**src/rtl/frame_length_rr_arbiter.sv**
```systemverilog
// Packet-granular round-robin arbiter for length-prefixed AXI4-Stream ports.
// Forwards the granted port combinationally and checks payload bytes against the length beat.
module frame_length_rr_arbiter #(
  parameter int NUM_PORTS          = 4,
  parameter int C_AXIS_TDATA_WIDTH = 64,
  parameter int C_AXIS_TKEEP_WIDTH = C_AXIS_TDATA_WIDTH / 8,
  parameter int LENGTH_WIDTH       = 16
) (
  input  logic                                    clk,
  input  logic                                    rstn,
  input  logic [NUM_PORTS*C_AXIS_TDATA_WIDTH-1:0] s_axis_tdata,
  input  logic [NUM_PORTS*C_AXIS_TKEEP_WIDTH-1:0] s_axis_tkeep,
  input  logic [NUM_PORTS-1:0]                    s_axis_tvalid,
  output logic [NUM_PORTS-1:0]                    s_axis_tready,
  input  logic [NUM_PORTS-1:0]                    s_axis_tlast,
  output logic [C_AXIS_TDATA_WIDTH-1:0]           m_axis_tdata,
  output logic [C_AXIS_TKEEP_WIDTH-1:0]           m_axis_tkeep,
  output logic                                    m_axis_tvalid,
  input  logic                                    m_axis_tready,
  output logic                                    m_axis_tlast,
  input  logic [NUM_PORTS-1:0]                    port_enable,
  output logic [NUM_PORTS-1:0]                    grant,
  output logic                                    length_error,
  output logic [15:0]                             error_count
);

  localparam int IDX_W = $clog2(NUM_PORTS);
  localparam int SUM_W = LENGTH_WIDTH + 8;
  localparam logic [SUM_W-1:0] SAT_MAX = {8'd0, {LENGTH_WIDTH{1'b1}}};
  localparam logic [IDX_W:0]   NP      = (IDX_W+1)'(NUM_PORTS);

  typedef enum logic {IDLE, BUSY} state_t;

  function automatic logic [SUM_W-1:0] popcount(input logic [C_AXIS_TKEEP_WIDTH-1:0] keep);
    logic [SUM_W-1:0] n;
    n = '0;
    for (int i = 0; i < C_AXIS_TKEEP_WIDTH; i++) n = n + SUM_W'(keep[i]);
    return n;
  endfunction

  function automatic logic [LENGTH_WIDTH-1:0] sat_add(input logic [LENGTH_WIDTH-1:0] a,
                                                      input logic [SUM_W-1:0] b);
    logic [SUM_W-1:0] s;
    s = {8'd0, a} + b;
    return (s > SAT_MAX) ? {LENGTH_WIDTH{1'b1}} : s[LENGTH_WIDTH-1:0];
  endfunction

  function automatic logic [15:0] sat_inc(input logic [15:0] v);
    return (v == 16'hFFFF) ? v : v + 16'd1;
  endfunction

  state_t                  state_q, state_d;
  logic [NUM_PORTS-1:0]    grant_q, grant_d;
  logic [IDX_W-1:0]        gidx_q, gidx_d;
  logic [IDX_W-1:0]        rr_ptr_q, rr_ptr_d;
  logic                    first_beat_q, first_beat_d;
  logic                    length_error_q, length_error_d;
  logic [15:0]             error_count_q, error_count_d;
  logic [LENGTH_WIDTH-1:0] byte_cnt_q, byte_cnt_d;
  logic [LENGTH_WIDTH-1:0] exp_len_q, exp_len_d;

  logic [NUM_PORTS-1:0]    req;
  logic                    sel_found;
  logic [IDX_W-1:0]        sel_idx;
  logic [IDX_W:0]          cand;
  logic                    hs;
  logic [SUM_W-1:0]        beat_bytes;
  logic                    mismatch;
  logic [IDX_W:0]          rr_next;

  assign req = s_axis_tvalid & port_enable;

  // Lowest rotation offset from rr_ptr wins: scan downwards so the last hit is the nearest.
  always_comb begin
    sel_found = 1'b0;
    sel_idx   = '0;
    cand      = '0;
    for (int k = NUM_PORTS - 1; k >= 0; k--) begin
      cand = {1'b0, rr_ptr_q} + (IDX_W+1)'(k);
      if (cand >= NP) cand = cand - NP;
      if (req[cand[IDX_W-1:0]]) begin
        sel_found = 1'b1;
        sel_idx   = cand[IDX_W-1:0];
      end
    end
  end

  always_comb begin
    m_axis_tdata  = '0;
    m_axis_tkeep  = '0;
    m_axis_tvalid = 1'b0;
    m_axis_tlast  = 1'b0;
    s_axis_tready = '0;
    if (state_q == BUSY) begin
      m_axis_tdata          = s_axis_tdata[gidx_q*C_AXIS_TDATA_WIDTH +: C_AXIS_TDATA_WIDTH];
      m_axis_tkeep          = s_axis_tkeep[gidx_q*C_AXIS_TKEEP_WIDTH +: C_AXIS_TKEEP_WIDTH];
      m_axis_tvalid         = s_axis_tvalid[gidx_q];
      m_axis_tlast          = s_axis_tlast[gidx_q];
      s_axis_tready[gidx_q] = m_axis_tready;
    end
  end

  assign hs = (state_q == BUSY) && m_axis_tvalid && m_axis_tready;

  always_comb begin
    state_d        = state_q;
    grant_d        = grant_q;
    gidx_d         = gidx_q;
    rr_ptr_d       = rr_ptr_q;
    first_beat_d   = first_beat_q;
    length_error_d = 1'b0;
    error_count_d  = error_count_q;
    byte_cnt_d     = byte_cnt_q;
    exp_len_d      = exp_len_q;
    beat_bytes     = popcount(m_axis_tkeep);
    mismatch       = 1'b0;
    rr_next        = {1'b0, gidx_q} + (IDX_W+1)'(1);
    if (rr_next == NP) rr_next = '0;
    case (state_q)
      IDLE: begin
        if (sel_found) begin
          state_d      = BUSY;
          grant_d      = NUM_PORTS'(1) << sel_idx;
          gidx_d       = sel_idx;
          byte_cnt_d   = '0;
          first_beat_d = 1'b1;
        end
      end
      BUSY: begin
        if (hs) begin
          if (first_beat_q) begin
            exp_len_d    = m_axis_tdata[LENGTH_WIDTH-1:0];
            first_beat_d = 1'b0;
          end else begin
            byte_cnt_d = sat_add(byte_cnt_q, beat_bytes);
          end
          if (m_axis_tlast) begin
            // tlast on the length beat closes the packet as an empty payload.
            if (first_beat_q) mismatch = (m_axis_tdata[LENGTH_WIDTH-1:0] != '0);
            else              mismatch = (exp_len_q != sat_add(byte_cnt_q, beat_bytes));
            length_error_d = mismatch;
            if (mismatch) error_count_d = sat_inc(error_count_q);
            rr_ptr_d = rr_next[IDX_W-1:0];
            grant_d  = '0;
            state_d  = IDLE;
          end
        end
      end
      default: state_d = IDLE;
    endcase
  end

  always_ff @(posedge clk) begin
    if (!rstn) begin
      state_q        <= IDLE;
      grant_q        <= '0;
      gidx_q         <= '0;
      rr_ptr_q       <= '0;
      first_beat_q   <= 1'b0;
      length_error_q <= 1'b0;
      error_count_q  <= '0;
    end else begin
      state_q        <= state_d;
      grant_q        <= grant_d;
      gidx_q         <= gidx_d;
      rr_ptr_q       <= rr_ptr_d;
      first_beat_q   <= first_beat_d;
      length_error_q <= length_error_d;
      error_count_q  <= error_count_d;
    end
  end

  // Byte accounting is re-initialised on every grant, so it needs no reset.
  always_ff @(posedge clk) begin
    byte_cnt_q <= byte_cnt_d;
    exp_len_q  <= exp_len_d;
  end

  assign grant        = grant_q;
  assign length_error = length_error_q;
  assign error_count  = error_count_q;

endmodule

```
**config.mk**
```make
export PLATFORM = sky130hd
export DESIGN_NAME = frame_length_rr_arbiter
export DESIGN_NICKNAME = d
export VERILOG_FILES = /design/src/rtl/frame_length_rr_arbiter.sv
export SDC_FILE = /design/constraint.sdc
export NUM_CORES = 1
export LEC_CHECK = 0
export ABC_AREA = 1
export BUFFER_PORTS_ARGS = -buffer_cell sky130_fd_sc_hd__buf_2
export CAP_MARGIN = 20
export CORE_AREA = 2 2 156 158
export CTS_CLUSTER_SIZE = 12
export DETAILED_ROUTE_END_ITERATION = 7
export DIE_AREA = 0 0 158 160
export MAX_ROUTING_LAYER = met4
export PLACE_DENSITY = 0.52
export SYNTH_ARGS = -nofsm -noshare
export SYNTH_HDL_FRONTEND = slang
export SYNTH_SLANG_ARGS = --single-unit
```
**constraint.sdc**
```tcl
create_clock -name clk -period 6 [get_ports clk]
set_input_delay 1.2 -clock clk [delete_from_list [all_inputs] [get_ports clk]]
set_output_delay 1.2 -clock clk [all_outputs]
set_load 0.05 [all_outputs]
```
Yosys cells after proc, flatten, opt, wreduce, memory -nomap -nowiden --
Index checks and enable logic that the tools add are counted.
Operators by class: add/subtract/negate cells 17, order comparisons 11, equal/unequal tests 7, shift-type cells 3, mux-type cells 52, bitwise gates (word level) 4, reductions and logical operators 12
Operators by type and width (number):
- indexed part select 256 x 9 -> 64 bit | 1
- two-way mux 16 bit | 4
- two-way mux 64 bit | 1
- case mux 16 bit (2 select lines) | 1
- indexed part select 32 x 6 -> 8 bit | 1
- two-way mux 1 bit | 22
- two-way mux 2 bit | 9
- adder 16 x 8 -> 17 bit | 1
- greater-than comparator 17 x 16 -> 1 bit, second input constant | 1
- adder 16 x 1 -> 16 bit, second input constant | 1
- == test 16 bit, second input constant | 1
- two-way mux 4 bit | 4
- != test 16 bit | 1
- nonzero test 16 bit | 1
- < comparator 2 x 3 -> 1 bit, second input constant | 5
- binary-select mux 1 bit (select 2 bit) | 6
- AND reduction 3 bit | 4
- greater-or-equal comparator 3 bit, second input constant | 3
- adder 7 x 1 -> 8 bit | 1
- AND 4 bit | 2
- two-way mux 8 bit | 1
- case mux 4 bit (2 select lines) | 1
- subtractor 2 x 1 -> 2 bit, second input constant | 4
- adder 6 x 1 -> 7 bit | 1
- other kinds (20) | 29
Storage, ports and cells: register bits after elaboration 59, input port bits 303, output and inout bits 99, logic and storage cells 115

Longest topological paths before layout --
Gate-level depths: netlist of run 1.
depth in word-level cells 18, gate-level depth with buffers 33, mapped depth without buffers 29

Worst setup path before layout of run 1 --
OpenSTA, ideal clock, no wires.
path kind input-to-reg, from input port s_axis_tkeep[1], to register error_count_q[4], in the netlist error_count[4], library setup time 0.070 ns, data arrival time 6.146 ns, required time 5.930 ns, slack -0.216 ns, cell stages on the path 25, buffers on the path 2, path through nor2_1 -> nor2_1 -> o21ai_0 -> a21oi_1 -> inv_1 -> fa_1 -> fa_1 -> fa_1 -> fa_1 -> fa_1 -> inv_1 -> nand2_2 -> nand2_4 -> nand4_4 -> buf_6 -> nand3_1 -> nand2_1 -> nor2_1 -> nand2_1 -> nor2_2 -> nand3_4 -> nand3_4 -> buf_12 -> nand2_2 -> a21oi_2
On the way: longest elaborated chain between the ends 18
Ends and longest elaborated chain:
- start, declared | RTL line 12 | input logic [NUM_PORTS*C_AXIS_TKEEP_WIDTH-1:0] s_axis_tkeep,
- indexed part select 32 x 6 -> 8 bit (*) | RTL line 96 | m_axis_tkeep = s_axis_tkeep[gidx_q*C_AXIS_TKEEP_WIDTH +: C_AXIS_TKEEP_WIDTH];
- two-way mux 8 bit (*) | RTL line 94 | if (state_q == BUSY) begin
- via m_axis_tkeep[1] | RTL line 17 | output logic [C_AXIS_TKEEP_WIDTH-1:0] m_axis_tkeep,
- adder 1 x 1 -> 2 bit (*) | RTL line 37 | for (int i = 0; i < C_AXIS_TKEEP_WIDTH; i++) n = n + SUM_W'(keep[i]);
- adder 2 x 1 -> 3 bit (*) | RTL line 37
- adder 3 x 1 -> 4 bit (*) | RTL line 37
- adder 4 x 1 -> 5 bit (*) | RTL line 37
- adder 5 x 1 -> 6 bit (*) | RTL line 37
- [... 3 more ...]
- greater-than comparator 17 x 16 -> 1 bit | RTL line 45 | return (s > SAT_MAX) ? {LENGTH_WIDTH{1'b1}} : s[LENGTH_WIDTH-1:0];
- two-way mux 16 bit (*) | RTL line 45
- != test 16 bit (*) | RTL line 140 | else mismatch = (exp_len_q != sat_add(byte_cnt_q, beat_bytes));
- two-way mux 1 bit (*) | RTL line 139 | if (first_beat_q) mismatch = (m_axis_tdata[LENGTH_WIDTH-1:0] != '0);
- two-way mux 1 bit (*) | RTL line 137 | if (m_axis_tlast) begin
- two-way mux 1 bit (*) | RTL line 130 | if (hs) begin
- two-way mux 1 bit (*) | RTL line 119 | case (state_q)
- AND reduction 5 bit (no source line) (*)
- end signal, assigned | RTL line 169 | error_count_q <= error_count_d;
- end, declared | RTL line 58 | logic [15:0] error_count_q, error_count_d;
The timed path passes the listed nets; every way through them passes the cells marked *. The select of a mux whose other input is x is not followed. A chain may end at the register's enable or synchronous reset.

Worst setup path in the final report of run 1 --
from input port s_axis_tkeep[1], to register error_count_q[11], in the netlist error_count[11]
On the way: longest elaborated chain between the ends 18
Ends and longest elaborated chain (RTL line):
- indexed part select 32 x 6 -> 8 bit (*) | 96
- two-way mux 8 bit (*) | 94
- adder 1 x 1 -> 2 bit (*) | 37
- adder 2 x 1 -> 3 bit (*) | 37
- adder 3 x 1 -> 4 bit (*) | 37
- adder 4 x 1 -> 5 bit (*) | 37
- adder 5 x 1 -> 6 bit (*) | 37
- adder 6 x 1 -> 7 bit (*) | 37
- [... 2 more ...]
- greater-than comparator 17 x 16 -> 1 bit | 45
- two-way mux 16 bit (*) | 45
- != test 16 bit (*) | 140
- two-way mux 1 bit (*) | 139
- two-way mux 1 bit (*) | 137
- two-way mux 1 bit (*) | 130
- two-way mux 1 bit (*) | 119
- AND reduction 5 bit (no source line) (*)
Mark *: on every way between the ends. The rest lies on a longest branch, timed or not. The select of a mux whose other input is x is not followed.

==> results of run 1 <==
-- routing by layer --
layer | wire length [µm] | GRT usage (%)
met1 | 12730 | 27.93
met2 | 13210 | 35.65
met3 | 2194 | 4.505
met5 | 0 | -
met4 | 614 | 6.061
-- cell type report --
class	count	area (µm²)	area share [%]
multi-input cells	902	4334	47.75
repair buffers	416	2120	23.35
flip-flops and latches	59	1509	16.62
well taps	324	405.4	4.466
inverters	90	341.6	3.763
clock buffers	9	225.2	2.481
clock inverters	7	115.1	1.268
diodes	11	27.53	0.3032
-- state kept, by name (all words and copies together) (netlist names), 2 cells and up --
register and count:
grant 4, rr_ptr_q 2, error_count 16, exp_len_q 16, byte_cnt_q 16, gidx_q 2
-- worst max-delay path, stage by stage --
cell and delay [ns]:
sky130_fd_sc_hd__buf_2 0.08, sky130_fd_sc_hd__nor2_1 0.03, sky130_fd_sc_hd__nor2_1 0.09, sky130_fd_sc_hd__o21ai_0 0.11, sky130_fd_sc_hd__a21oi_2 0.17, sky130_fd_sc_hd__inv_1 0.07, sky130_fd_sc_hd__fa_1 0.56, sky130_fd_sc_hd__fa_1 0.43
sky130_fd_sc_hd__fa_1 0.46, sky130_fd_sc_hd__fa_1 0.42, sky130_fd_sc_hd__fa_1 0.41, sky130_fd_sc_hd__inv_1 0.13, sky130_fd_sc_hd__nand2_2 0.09, sky130_fd_sc_hd__nand2_4 0.10, sky130_fd_sc_hd__nand4_4 0.09, sky130_fd_sc_hd__buf_4 0.24
sky130_fd_sc_hd__nand3_1 0.12, sky130_fd_sc_hd__nand2_1 0.05, sky130_fd_sc_hd__nor2_1 0.08, sky130_fd_sc_hd__nand2_1 0.06, sky130_fd_sc_hd__nor2_2 0.14, sky130_fd_sc_hd__nand3_4 0.15, sky130_fd_sc_hd__nand3_4 0.25, sky130_fd_sc_hd__nand2_1 0.10
sky130_fd_sc_hd__a21oi_1 0.13
-- final timing paths --
path	cells past startpoint	slack, ns	start	endpoint
min	2	0.47	grant[1]	grant[1]
max reg2reg	23	0.67	gidx_q[0]	error_count[11]
max	25	0.46	s_axis_tkeep[1]	error_count[11]
min reg2reg	2	0.47	grant[1]	grant[1]
-- power groups by stage --
stage	logic, mW	registers, mW	clock network [mW]
after floorplan	0.838	0.513	0
final	1.18	0.524	0.590
after detailed placement	1.18	0.532	0
after global placement	1.18	0.532	0
after global routing	1.32	0.531	0.615
after CTS	1.19	0.524	0.600
-- synth_stat cells (all sizes together) --
master | count | share of area (%)
nor4 | 3 | 0.29
clkinv | 2 | 0.12
nand3b | 5 | 0.58
o22ai | 1 | 0.097
nand4 | 24 | 2.5
buf | 33 | 2.8
a21oi | 111 | 9.1
inv | 88 | 5.1
nor2 | 348 | 20
nand2 | 162 | 10
clkbuf | 36 | 2.1
xor2 | 14 | 1.9
edfxtp | 32 | 15
a41oi | 1 | 0.25
o21ai | 157 | 12
xnor2 | 4 | 0.54
nand3 | 43 | 3.9
or2 | 2 | 0.19
a211oi | 1 | 0.12
ha | 11 | 2.1
a31o | 1 | 0.14
fa | 5 | 1.5
dfxtp | 27 | 8.3
nor3 | 9 | 0.70
-- cells by family (layout without fill, tap and decap cells) --
| logic type | Yosys count | after routing | share of synthesized area [%] |
|---|---|---|---|
| flip-flops | 59 | 59 | 23.17 |
| adder cells (fa/ha/maj) | 16 | 16 | 3.669 |
| AO/OA/AOI/OAI | 272 | 272 | 21.82 |
| buffers and inverters | 159 | 522 | 10.12 |
| XOR/XNOR | 18 | 18 | 2.433 |
| other | 0 | 11 | 0 |
| AND/OR/NAND/NOR | 596 | 596 | 38.79 |
-- per-stage QoR --
stage / instances / util (%) / setup WS (ns) / hold WS [ns]
after global routing: 1817 / 38.10 / 0.03894 / 0.4873
after global placement: 1791 / 36.56 / 0.1665 / 0.4535
after CTS: 1807 / 37.99 / 0.4418 / 0.4677
after detailed placement: 1791 / 36.56 / 0.09863 / 0.4587
after floorplan: 1120 / - / 0.1038 / 0.4492
final: 1818 / 38.11 / 0.4617 / 0.4691
==> qor.log, run 1 <==
[final_layout] commonest cells after routing, fill and taps aside sky130_fd_sc_hd__buf_2 (401), sky130_fd_sc_hd__nor2_1 (342), sky130_fd_sc_hd__o21ai_0 (155), sky130_fd_sc_hd__nand2_1 (148), sky130_fd_sc_hd__a21oi_1 (99)
[timing] Worst Max-Slew Pin Slew 0.8993 ns
[setup_path] maximum fanout count along the critical path 26
[routing] drt initial violations 674
[grt] first-pass GRT wire length 42.64 mm
[setup_path] kind of critical path in -> reg
[routing] count of antenna-violating nets left after detailed routing 0
[routing] mean number of vias per cell 4.698
[worst_hold_path] worst hold-check path type reg -> reg
[clock_network] TritonCTS clock tree built
[routing] number of DRC violations after detailed routing 0
[synth] count of synthesis-stage warnings from yosys 0
[setup_path] Worst Path Required 6.24 ns
[pwr] Power Dens Cells 253.0 mW/mm²
[clock_network] hold buffer count at CTS 0
[clock_network] number of clock sinks 59
[timing] Slew headroom 39.87%
[timing] Final period util 92.31%
[pwr] switching share of power 45.97%
[setup_path] arrival time worst endpoint 5.78 ns
[clock_network] clk_lat worst skew 0.32 ns
[clock_network] CTS H-Tree Depth 3
[synth] Post-Syn Area per Cell 5.786 µm²
[pwr] power after layout 2.297 mW
[clock_network] maximum buffer depth of the clock tree 2
[run_status] status finished clean
[grt] via count of the first global-routing pass 7,882
[floorplan] # IOs 402
[routing] Routed WL 28.75 mm
[pwr] worst voltage drop across the vdd grid 0.1275 mV
[floorplan] Die Width 158 µm
[flow_run] number of max-cap violations 0
[timing] achievable clock frequency 180.6 MHz
[synth] cell count after synthesis 1,120
[final_layout] final cell area excluding filler cells 0.009077 mm²
[grt] initial antenna violation count 10
[synth] share of the yosys chip area belonging to registers 23.17%
[routing] router iterations before antenna repair 5
[final_layout] commonest non-fill, non-tap cell in the layout sky130_fd_sc_hd__buf_2
[routing] total number of vias 8,541
[setup_path] Setup crit end kind flop
[placement] Area after DPL 0.008710 mm²
[synth] post-synthesis net count 1,439
[timing] Slew Limit Fails 0
[floorplan] floorplan row count 57
[placement] HPWL after detailed placement 22.60 mm
[pwr] sequential group share of total power 22.8%
[floorplan] initial standard-cell utilization of the core 27.20%
[clock_network] cell at the root of the clock tree sky130_fd_sc_hd__clkbuf_16
[pwr] Clk pwr share 25.7%
[clock_network] number of CTS-inserted buffers 9
[clock_network] number of buffers inserted to repair setup after CTS 0
[timing] min Tclk post-route 5.538 ns
[final_layout] proportion of layout cells with a drive suffix above 1 32.50%
[final_layout] final net count 1,797
[timing] Hold Fails Final Rpt 0
[pwr] leakage power figure 4.598 nW
[synth] count of unique library cells instantiated by Yosys 38
[final_layout] synth-to-layout area growth 40.09%
[clock_network] clock slew at reported path FFs 0.05 ns
[timing] final worst clock skew 0.006900 ns
[final_layout] total of fill cells in the finished design 2,744
[grt] overall track demand over capacity in global routing 22.06%
[routing] Routed WL per cell 15.81 µm
[pwr] internal power summed over all cells 1.241 mW
[pwr] switching power of the nets 1.056 mW
[synth] flop and latch count out of synthesis 59
[pwr] combinational share of power 51.5%
[clock_network] post-cts gate resize count 0
[setup_path] Worst Setup Start Kind input pin
[grt] global-route congestion overflow total 0
[floorplan] floorplan core area 0.02382 mm²
[grt] largest net degree at the start of global routing 92
[floorplan] vertical extent of the die 160 µm
[timing] final setup TNS 0 ns
[timing] number of endpoints failing setup at the final stage 0
[placement] IO Port Bufs 401
[floorplan] die area 0.02528 mm²
[synth] Synth Cell Area 0.006480 mm²
[timing] RSZ-0062 raised after global routing no
[placement] gp weighted congestion 0.9396
(Power assumes the default switching activity.)
==> run 2, diff against run 1 <==
Settings changed: REMOVE_ABC_BUFFERS set to 1.
==> qor.log, run 2 (synthesis gave the netlist of run 1 again) <==
[run_status] status finished clean
[grt] overall track demand over capacity in global routing 23.54%
[setup_path] arrival time worst endpoint 5.78 ns
[clock_network] number of CTS-inserted buffers 9
[grt] first-pass GRT wire length 44.70 mm
[pwr] switching power of the nets 1.055 mW
[setup_path] kind of critical path in -> reg
[pwr] Power Dens Cells 244.3 mW/mm²
[floorplan] die area 0.02528 mm²
[final_layout] Finished Core Util 37.99%
[pwr] Clk pwr share 23.1%
[placement] HPWL after detailed placement 23.86 mm
[setup_path] logic depth of the worst register-to-register path 24
[final_layout] total of fill cells in the finished design 2,724
[timing] final worst clock skew 0.007194 ns
[grt] initial antenna violation count 10
[worst_hold_path] Hold Path Depth 2
[timing] Final period util 93.62%
[floorplan] floorplan row count 57
[routing] drt initial violations 455
[floorplan] # IOs 402
[setup_path] maximum fanout count along the critical path 16
[clock_network] clk_lat worst skew 0.33 ns
[final_layout] commonest non-fill, non-tap cell in the layout sky130_fd_sc_hd__buf_2
[worst_hold_path] Worst Min Path Start grant[1]
[timing] Slew headroom 36.39%
[setup_path] biggest cell delay along the critical path 0.58 ns
[clock_network] CTS H-Tree Depth 3
[routing] number of DRC violations after detailed routing 0
[final_layout] commonest cells after routing, fill and taps aside sky130_fd_sc_hd__buf_2 (401), sky130_fd_sc_hd__nor2_1 (342), sky130_fd_sc_hd__o21ai_0 (155), sky130_fd_sc_hd__nand2_1 (148), sky130_fd_sc_hd__a21oi_1 (102)
[setup_path] Worst Setup Start Kind input pin
[final_layout] synth-to-layout area growth 39.64%
[setup_path] number of buffers and inverters on the critical path 5
[clock_network] cell at the root of the clock tree sky130_fd_sc_hd__clkbuf_16
[routing] router iterations before antenna repair 6
[setup_path] Crit path max-delay family adder cells
[setup_path] most repeated library cell on the critical path sky130_fd_sc_hd__fa_1
[clock_network] post-cts gate resize count 0
[timing] achievable clock frequency 178.0 MHz
[floorplan] initial standard-cell utilization of the core 27.20%
[setup_path] Register-to-Register Setup Slack 0.71 ns
[clock_network] maximum buffer depth of the clock tree 2
[final_layout] final net count 1,802
[routing] count of antenna-violating nets left after detailed routing 0
[setup_path] Crit Reg-Reg Startpoint gidx_q[0]
[setup_path] capture instance of the worst register-to-register path error_count[6]
[pwr] sequential group share of total power 23.4%
[floorplan] Die Width 158 µm
[pwr] switching share of power 47.72%
[routing] Routed WL per cell 16.41 µm
[final_layout] proportion of layout cells with a drive suffix above 1 32.53%
[worst_hold_path] endpoint of the worst hold-timing path grant[1]
[grt] global-route congestion overflow total 0
[routing] mean number of vias per cell 4.697
[floorplan] floorplan core area 0.02382 mm²
[flow_run] number of max-cap violations 0
[worst_hold_path] worst hold-check path type reg -> reg
[grt] via count of the first global-routing pass 8,041
[grt] largest net degree at the start of global routing 79
[timing] Slew Limit Fails 0
[timing] min Tclk post-route 5.617 ns
[timing] RSZ-0062 raised after global routing no
[timing] number of endpoints failing setup at the final stage 0
[floorplan] vertical extent of the die 160 µm
[pwr] worst voltage drop across the vdd grid 0.1464 mV
[routing] Routed WL 29.87 mm
[pwr] leakage power figure 4.596 nW
[timing] Hold Fails Final Rpt 0
[setup_path] logic depth of the worst path, buffers included 25
[clock_network] number of clock sinks 59
[setup_path] Setup crit end kind flop
[timing] Worst Max-Slew Pin Slew 0.9531 ns
[timing] final setup TNS 0 ns
[placement] gp weighted congestion 0.9517
[pwr] internal power summed over all cells 1.156 mW
[setup_path] CP startpoint s_axis_tkeep[1]
[clock_network] clock slew at reported path FFs 0.06 ns
[pwr] combinational share of power 53.5%
[setup_path] Worst Path Required 6.17 ns
[routing] total number of vias 8,548
[placement] IO Port Bufs 401
[clock_network] TritonCTS clock tree built
[setup_path] CP max stage cell sky130_fd_sc_hd__fa_1
==> run 2: changes by cell type in the layout (fill, tap and decap cells not counted) <==
cell | previous run | this run
sky130_fd_sc_hd__buf_4 | 15 | 20
sky130_fd_sc_hd__a21oi_1 | 99 | 102
sky130_fd_sc_hd__a21oi_2 | 12 | 9
sky130_fd_sc_hd__diode_2 | 11 | 8
sky130_fd_sc_hd__bufinv_16 | 3 | 1
sky130_fd_sc_hd__clkinv_2 | 2 | 3
sky130_fd_sc_hd__clkinvlp_4 | 1 | 2
==> run 2: per-stage QoR <==
step / setup slack, ns / cell area [µm²] / total power [mW] / hold slack [ns] / cells
2_1_floorplan: -3.253 / 6162 / 1.326 / 0.4492 / 1051
3_3_place_gp: 0.04636 / 8721 / 1.713 / 0.4570 / 1794
3_5_place_dp: -0.03747 / 8721 / 1.713 / 0.4525 / 1794
4_1_cts: 0.3012 / 9014 / 2.233 / 0.4617 / 1810
5_1_grt: 0.01089 / 9046 / 2.377 / 0.5038 / 1819
6_report: 0.3831 / 9049 / 2.211 / 0.4671 / 1820
==> run 2: worst register-to-register path: cells and delay by family (launching register included) <==
kind | cells | cell delay, ns
adders and majority gates | 5 | 2.32
DFF | 1 | 0.54
AOI/OAI and AO/OA | 3 | 0.36
buffers and inverters | 4 | 0.66
and+or+nand+nor | 12 | 1.24
==> run 2: area by class of cell <==
cell class	instances	area, µm²	area share [%]
antenna	8	20.02	0.2212
multi-input combinational	902	4323	47.77
inverter	90	341.6	3.775
timing repair buffer	421	2157	23.84
clock buffer	9	225.2	2.489
tap	324	405.4	4.480
sequential	59	1509	16.68
clock inverter	7	67.56	0.7467
==> run 2: what timing repair did <==
action                     in CTS  in global routing
setup endpoints to repair       0                 17
hold buffers                    0                  0
buffers inserted                0                  2
==> run 2: worst max path at each step <==
stage / to / slack, ns
CTS: error_count[6] / 0.30
finish: error_count[6] / 0.38
global placement: error_count[9] / 0.05
global route: error_count[11] / 0.01
detailed placement: error_count[6] / -0.04
floorplan: error_count[1] / -3.25
==> run 2: routing by layer <==
metal | vias up | GRT usage, % | wire length [µm]
met5 | - | - | 0
met4 | 0 | 5.242 | 599
met3 | 37 | 5.156 | 1886
met2 | 301 | 38.95 | 14470
met1 | 3814 | 29.32 | 12910
li1 | 4396 | - | -
==> run 2: power by group through the flow <==
stage	clock network, mW	logic, mW	registers, mW
after CTS	0.521	1.19	0.518
final	0.510	1.18	0.518
after global routing	0.539	1.31	0.524
after global placement	0	1.18	0.528
after floorplan	0	0.779	0.547
after detailed placement	0	1.19	0.527
==> run 3, diff against run 2 <==
Clock period 6 ns to 5.9 ns, I/O delays scaled along.
==> qor.log, run 3 (synthesis gave the netlist of run 1 again) <==
[run_status] status finished clean
[worst_hold_path] worst hold-check path type reg -> reg
[setup_path] Worst Path Required 6.08 ns
[timing] Final period util 92.36%
[timing] final setup TNS 0 ns
[setup_path] Setup crit end kind flop
[final_layout] total of fill cells in the finished design 2,748
[pwr] Power Dens Cells 244.9 mW/mm²
[placement] Placed Cells incl. Taps 1,794
[final_layout] commonest cells after routing, fill and taps aside sky130_fd_sc_hd__buf_2 (401), sky130_fd_sc_hd__nor2_1 (342), sky130_fd_sc_hd__o21ai_0 (155), sky130_fd_sc_hd__nand2_1 (148), sky130_fd_sc_hd__a21oi_1 (102)
[flow_run] number of max-cap violations 0
[clock_network] clk_lat worst skew 0.33 ns
[final_layout] synth-to-layout area growth 39.12%
[final_layout] commonest non-fill, non-tap cell in the layout sky130_fd_sc_hd__buf_2
[floorplan] initial standard-cell utilization of the core 27.20%
[clock_network] TritonCTS clock tree built
[grt] first-pass GRT wire length 45.15 mm
[timing] final worst clock skew 0.007072 ns
[placement] IO Port Bufs 401
[grt] Most Used Layer, Global Route met2
[setup_path] Crit path max-delay family adder cells
[setup_path] most repeated library cell on the critical path sky130_fd_sc_hd__fa_1
[clock_network] clock slew at reported path FFs 0.05 ns
[clock_network] number of CTS-inserted buffers 9
[routing] count of antenna-violating nets left after detailed routing 0
[setup_path] kind of critical path in -> reg
[timing] Slew Limit Fails 0
[clock_network] cell at the root of the clock tree sky130_fd_sc_hd__clkbuf_16
[placement] gp weighted congestion 0.9499
[timing] number of endpoints failing setup at the final stage 0
[clock_network] hold buffer count at CTS 0
[floorplan] floorplan core area 0.02382 mm²
[setup_path] biggest cell delay along the critical path 0.54 ns
[timing] Hold Fails Final Rpt 0
[clock_network] number of buffers inserted to repair setup after CTS 0
[setup_path] arrival time worst endpoint 5.63 ns
[floorplan] vertical extent of the die 160 µm
[timing] RSZ-0062 raised after global routing no
[routing] mean number of vias per cell 4.658
[grt] initial antenna violation count 12
[routing] Routed WL 30.06 mm
[clock_network] maximum buffer depth of the clock tree 2
[grt] M2 GR Usage 39.53%
[setup_path] Worst Setup Start Kind input pin
[final_layout] proportion of layout cells with a drive suffix above 1 32.50%
[final_layout] filler-free cell count of the finished design 1,820
[floorplan] Die Width 158 µm
[grt] via count of the first global-routing pass 8,072
[final_layout] final cell area excluding filler cells 0.009015 mm²
[grt] largest net degree at the start of global routing 90
[pwr] worst voltage drop across the vdd grid 0.1600 mV
[grt] global-route congestion overflow total 0
[timing] Slew headroom 38.31%
[floorplan] die area 0.02528 mm²
[final_layout] final net count 1,800
[placement] Area after DPL 0.008721 mm²
[clock_network] post-cts gate resize count 0
[setup_path] number of buffers and inverters on the critical path 5
[timing] achievable clock frequency 183.5 MHz
[grt] overall track demand over capacity in global routing 23.90%
[routing] drt initial violations 507
[setup_path] maximum fanout count along the critical path 19
[routing] Routed WL per cell 16.51 µm
[routing] router iterations before antenna repair 5
[grt] fraction of met3 tracks used by global routing 6.214%
[placement] HPWL after detailed placement 24.17 mm
[setup_path] CP max stage cell sky130_fd_sc_hd__fa_1
[pwr] leakage power figure 4.579 nW
[floorplan] # IOs 402
[floorplan] floorplan row count 57
[timing] min Tclk post-route 5.449 ns
[clock_network] CTS H-Tree Depth 3
[pwr] power after layout 2.208 mW
[routing] number of DRC violations after detailed routing 0
[grt] routing usage on met1 29.08%
[clock_network] number of clock sinks 59
[timing] Worst Max-Slew Pin Slew 0.9157 ns
[routing] total number of vias 8,477
==> run 3: changes by cell type in the layout (fill, tap and decap cells not counted), sizes merged <==
| cell | previous run | this run |
|---|---|---|
| buf | 421 | 419 |
| bufinv | 1 | 0 |
| clkinv | 5 | 6 |
| diode | 8 | 10 |
==> run 3: metal layers <==
| layer | vias to the layer above | routed length, µm |
|---|---|---|
| li1 | 4385 | - |
| met1 | 3758 | 12780 |
| met2 | 296 | 14450 |
| met3 | 38 | 2195 |
| met4 | 0 | 633 |
| met5 | - | 0 |
==> run 3: cell type report <==
class	instances	area [µm²]	area share [%]
multi-input combinational	902	4323	47.95
timing repair buffer	419	2142	23.76
sequential	59	1509	16.74
tap	324	405.4	4.497
inverter	90	341.6	3.789
clock buffer	9	225.2	2.498
clock inverter	7	43.79	0.4858
antenna	10	25.02	0.2776
==> run 3: worst min-delay path, stage by stage (launching register included) <==
cell and delay (ns):
sky130_fd_sc_hd__dfxtp_1 0.30, sky130_fd_sc_hd__nand2_1 0.06, sky130_fd_sc_hd__a21oi_1 0.06
==> run 3: final timing paths <==
path	start	end	slack, ns	cells past startpoint
worst max register to register	gidx_q[0]	error_count[3]	0.81	24
worst min register to register	grant[2]	grant[2]	0.47	2
worst max-delay path	s_axis_tkeep[3]	error_count[3]	0.45	25
worst min-delay path	grant[2]	grant[2]	0.47	2
==> run 3: through the flow <==
stage                     setup slack, ns  util, %  hold WS, ns
after detailed placement          0.07463    36.61       0.4574
after CTS                          0.4278    37.74       0.4662
final                              0.4509    37.85       0.4664
after global placement             0.1464    36.61       0.4566
after global routing              0.06943    37.83       0.5132
after floorplan                    -3.353        -       0.4492
==> run 3: power breakdown <==
group	switching, mW	internal (mW)	total [mW]
Sequential	0.0364	0.484	0.520
Clock	0.195	0.282	0.477
Combinational	0.843	0.367	1.21
Total	1.07	1.13	2.21
